<file path="src/rtl/video_timing_pkg.sv">
// rtl/video_timing_pkg.sv - raster timing constants and RAM buffer offsets for video_timing
package video_timing_pkg;

  typedef logic [9:0]  hcount_t;
  typedef logic [8:0]  vcount_t;
  typedef logic [20:0] word_addr_t;

  localparam int H_TOTAL        = 704;
  localparam int H_ACTIVE       = 512;
  localparam int V_TOTAL        = 370;
  localparam int V_ACTIVE       = 342;
  localparam int SND_FETCH_H    = 600;
  localparam int WORDS_PER_LINE = 32;

  // Distance below RAM_TOP of each buffer, in bytes
  localparam logic [21:0] SCREEN_MAIN_OFS = 22'h005900;
  localparam logic [21:0] SCREEN_ALT_OFS  = 22'h00D900;
  localparam logic [21:0] SOUND_MAIN_OFS  = 22'h000300;
  localparam logic [21:0] SOUND_ALT_OFS   = 22'h005F00;

  function automatic word_addr_t word_base(input logic [21:0] ram_top, input logic [21:0] ofs);
    logic [21:0] byte_addr;
    byte_addr = ram_top - ofs;
    return byte_addr[21:1];
  endfunction

endpackage

</file>
<file path="src/rtl/video_timing.sv">
// rtl/video_timing.sv - raster counters, blanking, and screen/sound fetch address generation
// All outputs are registered decodes of the counter position one clk earlier.
module video_timing
  import video_timing_pkg::*;
#(
  parameter logic [21:0] RAM_TOP = 22'h400000
) (
  input  logic        clk,
  input  logic        _systemReset,
  input  logic        vid_alt,
  input  logic        snd_alt,
  output logic        _hblank,
  output logic        _vblank,
  output logic        loadPixels,
  output logic        loadSound,
  output logic [20:0] videoAddr,
  output logic [20:0] soundAddr,
  output logic        frameStart
);

  localparam word_addr_t SCREEN_MAIN = word_base(RAM_TOP, SCREEN_MAIN_OFS);
  localparam word_addr_t SCREEN_ALT  = word_base(RAM_TOP, SCREEN_ALT_OFS);
  localparam word_addr_t SOUND_MAIN  = word_base(RAM_TOP, SOUND_MAIN_OFS);
  localparam word_addr_t SOUND_ALT   = word_base(RAM_TOP, SOUND_ALT_OFS);

  localparam hcount_t H_LAST  = hcount_t'(H_TOTAL - 1);
  localparam hcount_t H_ACT   = hcount_t'(H_ACTIVE);
  localparam hcount_t H_SND   = hcount_t'(SND_FETCH_H);
  localparam vcount_t V_LAST  = vcount_t'(V_TOTAL - 1);
  localparam vcount_t V_ACT   = vcount_t'(V_ACTIVE);
  localparam int      FETCH_SHIFT = $clog2(H_ACTIVE / WORDS_PER_LINE);

  hcount_t hcount;
  vcount_t vcount;
  logic    h_active;
  logic    v_active;
  logic    pix_due;
  logic    frame_end;

  assign h_active  = (hcount < H_ACT);
  assign v_active  = (vcount < V_ACT);
  assign pix_due   = h_active && v_active && (hcount[FETCH_SHIFT-1:0] == '0);
  assign frame_end = (hcount == H_LAST) && (vcount == V_LAST);

  always_ff @(posedge clk or negedge _systemReset) begin
    if (!_systemReset) begin
      hcount <= '0;
      vcount <= '0;
    end else if (hcount == H_LAST) begin
      hcount <= '0;
      vcount <= (vcount == V_LAST) ? '0 : vcount + 1'b1;
    end else begin
      hcount <= hcount + 1'b1;
    end
  end

  always_ff @(posedge clk or negedge _systemReset) begin
    if (!_systemReset) begin
      _hblank    <= 1'b1;
      _vblank    <= 1'b1;
      loadPixels <= 1'b0;
      loadSound  <= 1'b0;
      frameStart <= 1'b0;
    end else begin
      _hblank    <= h_active;
      _vblank    <= v_active;
      loadPixels <= pix_due;
      loadSound  <= (hcount == H_SND);
      frameStart <= (hcount == '0) && (vcount == '0);
    end
  end

  // Each address steps just after its strobe; buffer selects are taken only at frame end
  always_ff @(posedge clk or negedge _systemReset) begin
    if (!_systemReset) begin
      videoAddr <= SCREEN_MAIN;
      soundAddr <= SOUND_MAIN;
    end else begin
      if (frame_end) begin
        videoAddr <= vid_alt ? SCREEN_MAIN : SCREEN_ALT;
      end else if (loadPixels) begin
        videoAddr <= videoAddr + 1'b1;
      end
      if (frame_end) begin
        soundAddr <= snd_alt ? SOUND_ALT : SOUND_MAIN;
      end else if (loadSound) begin
        soundAddr <= soundAddr + 1'b1;
      end
    end
  end

endmodule

</file>
<file path="config.mk">
export PLATFORM = sky130hd
export DESIGN_NAME = video_timing
export DESIGN_NICKNAME = d
export VERILOG_FILES = /design/src/rtl/video_timing_pkg.sv /design/src/rtl/video_timing.sv
export SDC_FILE = /design/constraint.sdc
export NUM_CORES = 1
export LEC_CHECK = 0
export ABC_AREA = 1
export CAP_MARGIN = 40
export CORE_ASPECT_RATIO = 0.6
export CORE_MARGIN = 4
export CORE_UTILIZATION = 45
export DETAILED_ROUTE_END_ITERATION = 8
export PLACE_DENSITY = 0.8
export SETUP_SLACK_MARGIN = 0.15
export SYNTH_ARGS = -nofsm -noshare
export SYNTH_HDL_FRONTEND = slang
export SYNTH_SLANG_ARGS = --single-unit
</file>
<file path="constraint.sdc">
create_clock -name clk -period 3 [get_ports clk]
set_input_delay 0.3 -clock clk [delete_from_list [all_inputs] [get_ports clk]]
set_output_delay 0.3 -clock clk [all_outputs]
set_load 0.01 [all_outputs]
</file>
# Word-level counts from Yosys, hierarchy flattened
# Cells that the tools add are included.
[word_totals]
register_bits = 66
inputBits = 4
out_inout_bits = 47
[classes]
addsub = 4
n_lt_le_gt_ge = 2
n_eq_ne = 3
muxes = 8
reduce_logical = 9
[ops]
columns = ["op", "count"]
rows = [
  ["$mux W21", 4],
  ["$add A21 B1 Y21 const B", 2],
  ["$eq A10 B10 Y1 const B", 2],
  ["$mux W15", 1],
  ["$mux W14", 1],
  ["$add A10 B1 Y10 const B", 1],
  ["$logic_not A10 Y1", 1],
  ["$lt A10 B10 Y1 const B", 1],
  ["$mux W10", 1],
  ["$add A9 B1 Y9 const B", 1],
  ["$eq A9 B9 Y1 const B", 1],
  ["$logic_not A9 Y1", 1],
  ["$lt A9 B9 Y1 const B", 1],
  ["$mux W9", 1],
  ["$logic_and A1 B1 Y1", 4],
  ["$logic_not A4 Y1", 1],
  ["$reduce_bool A2 Y1", 2],
]

# Longest topological paths before layout
[depth]
word_depth = 3
depth_mapped = 11

# Worst setup path before layout
# Ideal clock, no wire load.
[synth_path]
path_type = "register -> register"
from = "reg soundAddr[0]"
to = "reg soundAddr[12]"
setup_ns = 0.064
arrival_ns = 1.380
required_ns = 2.936
slack_ns = 1.556
stages_incl_launch_ff = 9
n_path_buf = 0
synth_period_minus_slack_ns = 1.444
path_cell_list = "dfrtp_1 > ha_1 > nand2_1 > nor2_1 > nand3_2 > inv_1 > nand3_1 > or2_0 > nand3_1"
[synth_via]
elab_chain_len = 3
[synth_rtl]
columns = ["item", "line_no", "source"]
rows = [
  ["start: declaration", "video_timing.sv:17", "output logic [20:0] soundAddr,"],
  ["start signal: assignment", "video_timing.sv:85", "soundAddr <= snd_alt ? SOUND_ALT : SOUND_MAIN;"],
  ["start signal: assignment", "video_timing.sv:87", "soundAddr <= soundAddr + 1'b1;"],
  ["$add A21 B1 Y21", "video_timing.sv:87", ""],
  ["$mux W21", "video_timing.sv:86", "end else if (loadSound) begin"],
  ["$mux W21", "video_timing.sv:84", "if (frame_end) begin"],
]
# Every way passes these cells. The select of a mux whose other input is x is not followed.
# A chain may end at the register's enable or synchronous reset.

# Final worst setup path
[layout_path]
from = "reg hcount[8]"
to = "reg soundAddr[13]"
[layout_via]
elab_chain_len = 3
word_cells_on_any_way = 4
classes_between = "eq/ne (1); mux (1); reduce/logical (2)"
[layout_rtl]
columns = ["item", "line_no", "source"]
rows = [
  ["start: declaration", "video_timing.sv:33", "hcount_t hcount;"],
  ["start signal: assignment", "video_timing.sv:53", "hcount <= hcount + 1'b1;"],
  ["$eq A10 B10 Y1 (*)", "video_timing.sv:43", "assign frame_end = (hcount == H_LAST) && (vcount == V_LAST);"],
  ["$logic_and A1 B1 Y1 (*)", "video_timing.sv:43", ""],
  ["$mux W21 or $reduce_bool A2 Y1 (tied branches)", "n/a", ""],
]
# Every way passes the cells marked *; elsewhere a longest branch is shown, timed or not.

==> metrics <==
Avg WL per Cell=13.3 um; register area share after synthesis=47.0%; crit path cell chain=nor2_1 > nand2_1 > nor2_8 > nand2_4 > inv_2 > nor2_1 > nor2_1 > nor2_1; max capacitance violation total=0; Reg area=0.00168 mm^2; Layout area overhead=25.8%; footprint of the multi-input gates=0.00163 mm^2; largest net degree at the start of global routing=33; syn_area_per_cell=7.76 um^2; gpl congestion=0.961; Least-Margin Pin Slew=0.427 ns; Worst path slowest cell=dfrtp_1; dominant cells by area after synthesis=dfrtp_1 28%, dfstp_2 19%, nand2_1 12%; core area=0.00751 mm^2; largest stage delay on the critical path=0.41 ns; Ys Warns=0; endpoints failing setup=0; die area=0.00950 mm^2; Remaining DRCs=0; filler cell count in the final layout=661; VDD IR max=288 uV; Post-Layout Inst Area=0.00451 mm^2; Worst Setup Path Type=reg -> reg; most frequent CP cell=nor2_1; final hold vios=0; # port buffers=50; layout cells sized above 1=10.9%; CTS Buf Count=9; hpwl dp=6.37 mm; Cell Rows=24; clock skew=0.00385 ns; post-synth cell types=29; 1st-iter DRT viols=365; # H-tree levels=3; Setup crit end kind=flop; post-cts resize count=0; Clk pwr share=54.1%; LEAKAGE=0.00205 uW; Seq cells post-synth=66; Sw Share=20.7%; vias in the first global route=3077; Vias=3149; Tcrit/Tclk final=67.3%; unrepaired setup endpoints after global routing=false; CTS Sinks=66; Internal Power=1590 uW; Power Total=2010 uW; worst min-delay path category=in -> async; Required @ worst endpoint=3.27 ns; TritonCTS clock tree=built; Starting Density=47.7%; Setup TNS Final=0 ns; crit path max fanout=32; Logic pwr share=1.4%; Cell Area, Synth=0.00358 mm^2; GRT overflow=0; DRT Pass-1 Iters=4; GRT Total Usage=19.3%; Clock Tree Root=clkbuf_16; clock-pin slew on the worst setup and hold paths=0.06 ns; Arr. time, crit path=2.29 ns; status=finished clean; Vias per Instance=5.01; DIE HEIGHT=77.1 um; Syn Inst Count=462; clk_lat worst skew=0.33 ns; first-pass GRT wire length=14.6 mm; Die W=123 um; fin. max-slew vios=0; CP startpoint kind=flop; PwrDens=446 mW/mm^2; n_diodes=0; final WL=8.38 mm; antenna violations before repair=0; Psw=415 uW; syn nets=473; Top-Level Pins=51; Synth area leader=dfrtp_1; ANT nets after route=0; Max clock buf depth=2; Max Clock Freq=495 MHz; post-CTS setup buffers=0; share of the synthesized area in the top cell type=27.9%; Sequential Power Share=44.5%; Final min period=2.02 ns; area post-placement=0.00418 mm^2; layout net count=531; Slew headroom=71.3%
[final cells by class]
cell class | instances | share of cell area, %
clock buffers | 11 | 5.60
clock inverters | 5 | 1.39
inverters | 56 | 4.66
multi-input cells | 333 | 36.1
flip-flops and latches | 66 | 37.3
well taps | 104 | 2.89
repair buffers | 54 | 12.0
[worst max-delay path, delay by kind of cell, from the launching register on]
| family | cells | cell delay, ns |
|---|---|---|
| and+or+nand+nor | 7 | 1.18 |
| DFF | 1 | 0.41 |
| buffers and inverters | 1 | 0.34 |
[metal layers]
layer	routed length, um	part of all wire (%)	track usage (%)
met1	4330	52	28.4
met2	3400	41	26.6
met3	595	7.1	7.43
met4	51	0.61	4.31
met5	0	0	0
[path summary, 6_finish.rpt]
kind                              start       endpoint  slack (ns)  cells past startpoint
setup / recovery              hcount[8]  soundAddr[13]        0.98                      8
hold / removal             _systemReset      vcount[6]        0.37                      2
setup reg to reg              hcount[8]  soundAddr[13]        0.98                      8
hold reg to reg               hcount[9]        _hblank        0.39                      1
max in group asynchronous  _systemReset  videoAddr[19]        1.89                      4
min in group clk              hcount[9]        _hblank        0.39                      1
[registers in the layout, indices dropped and copies added, names as in the netlist]
| name | flops |
|---|---|
| videoAddr | 21 |
| _hblank | 1 |
| loadSound | 1 |
| soundAddr | 21 |
| frameStart | 1 |
| _vblank | 1 |
| hcount | 10 |
| vcount | 9 |
| loadPixels | 1 |
[synthesized netlist by cell type (all sizes together)]
| cell type | count |
|---|---|
| nor3b | 3 |
| a21oi | 17 |
| xor2 | 7 |
| a21o | 1 |
| nand3 | 39 |
| nand4 | 15 |
| o211ai | 1 |
| or2 | 1 |
| dfstp | 26 |
| dfrtp | 40 |
| nor3 | 14 |
| buf | 7 |
| xnor2 | 7 |
| a31oi | 1 |
| ha | 7 |
| nand2 | 115 |
| inv | 56 |
| nor4 | 3 |
| nand3b | 6 |
| nor2 | 76 |
| o21ai | 20 |
[cells in the final DEF, fill, tap and decap left out, drive strengths merged, types with 3 or more instances in the layout]
cell           count
nand2            115
nor2              76
inv               56
clkdlybuf4s50     49
dfrtp             40
nand3             39
dfstp             26
o21ai             20
a21oi             17
nand4             15
nor3              14
clkbuf            11
xor2               7
xnor2              7
ha                 7
nand3b             6
buf                4
nor3b              3
nor4               3
[timing repair]
action                     4_1_cts  5_1_grt
setup endpoints to repair        0        0
hold buffers                     1        0
hold endpoints to repair         1        0
[cells by family after synthesis]
family | Yosys count | share of synthesized area [%]
AO/OA/AOI/OAI | 40 | 5.76
XOR/XNOR | 14 | 3.42
adder cells (fa/ha/maj) | 7 | 2.44
buffers and inverters | 63 | 7.54
flip-flops | 66 | 47.0
AND/OR/NAND/NOR | 272 | 33.8
[stage by stage]
stage                     instances  hold WS (ns)  setup WS [ns]  utilization [%]
after floorplan                 462       0.00441           1.56                -
after global placement          611         0.383           1.07             55.5
after CTS                       629         0.366           1.00             60.1
after detailed placement        612         0.190           1.03             55.7
after global routing            629         0.395          0.789             60.1
final                           629         0.368          0.981             60.1
[power groups by stage]
stage	registers [uW]	clock network [uW]	logic, uW
finish	895	1090	28.5
global route	894	1150	33.2
CTS	895	1100	30.4
detailed placement	909	0	29.4
global placement	909	0	25.7
floorplan	909	0	1.11
No activity file was read; power rests on OpenSTA's default activity.
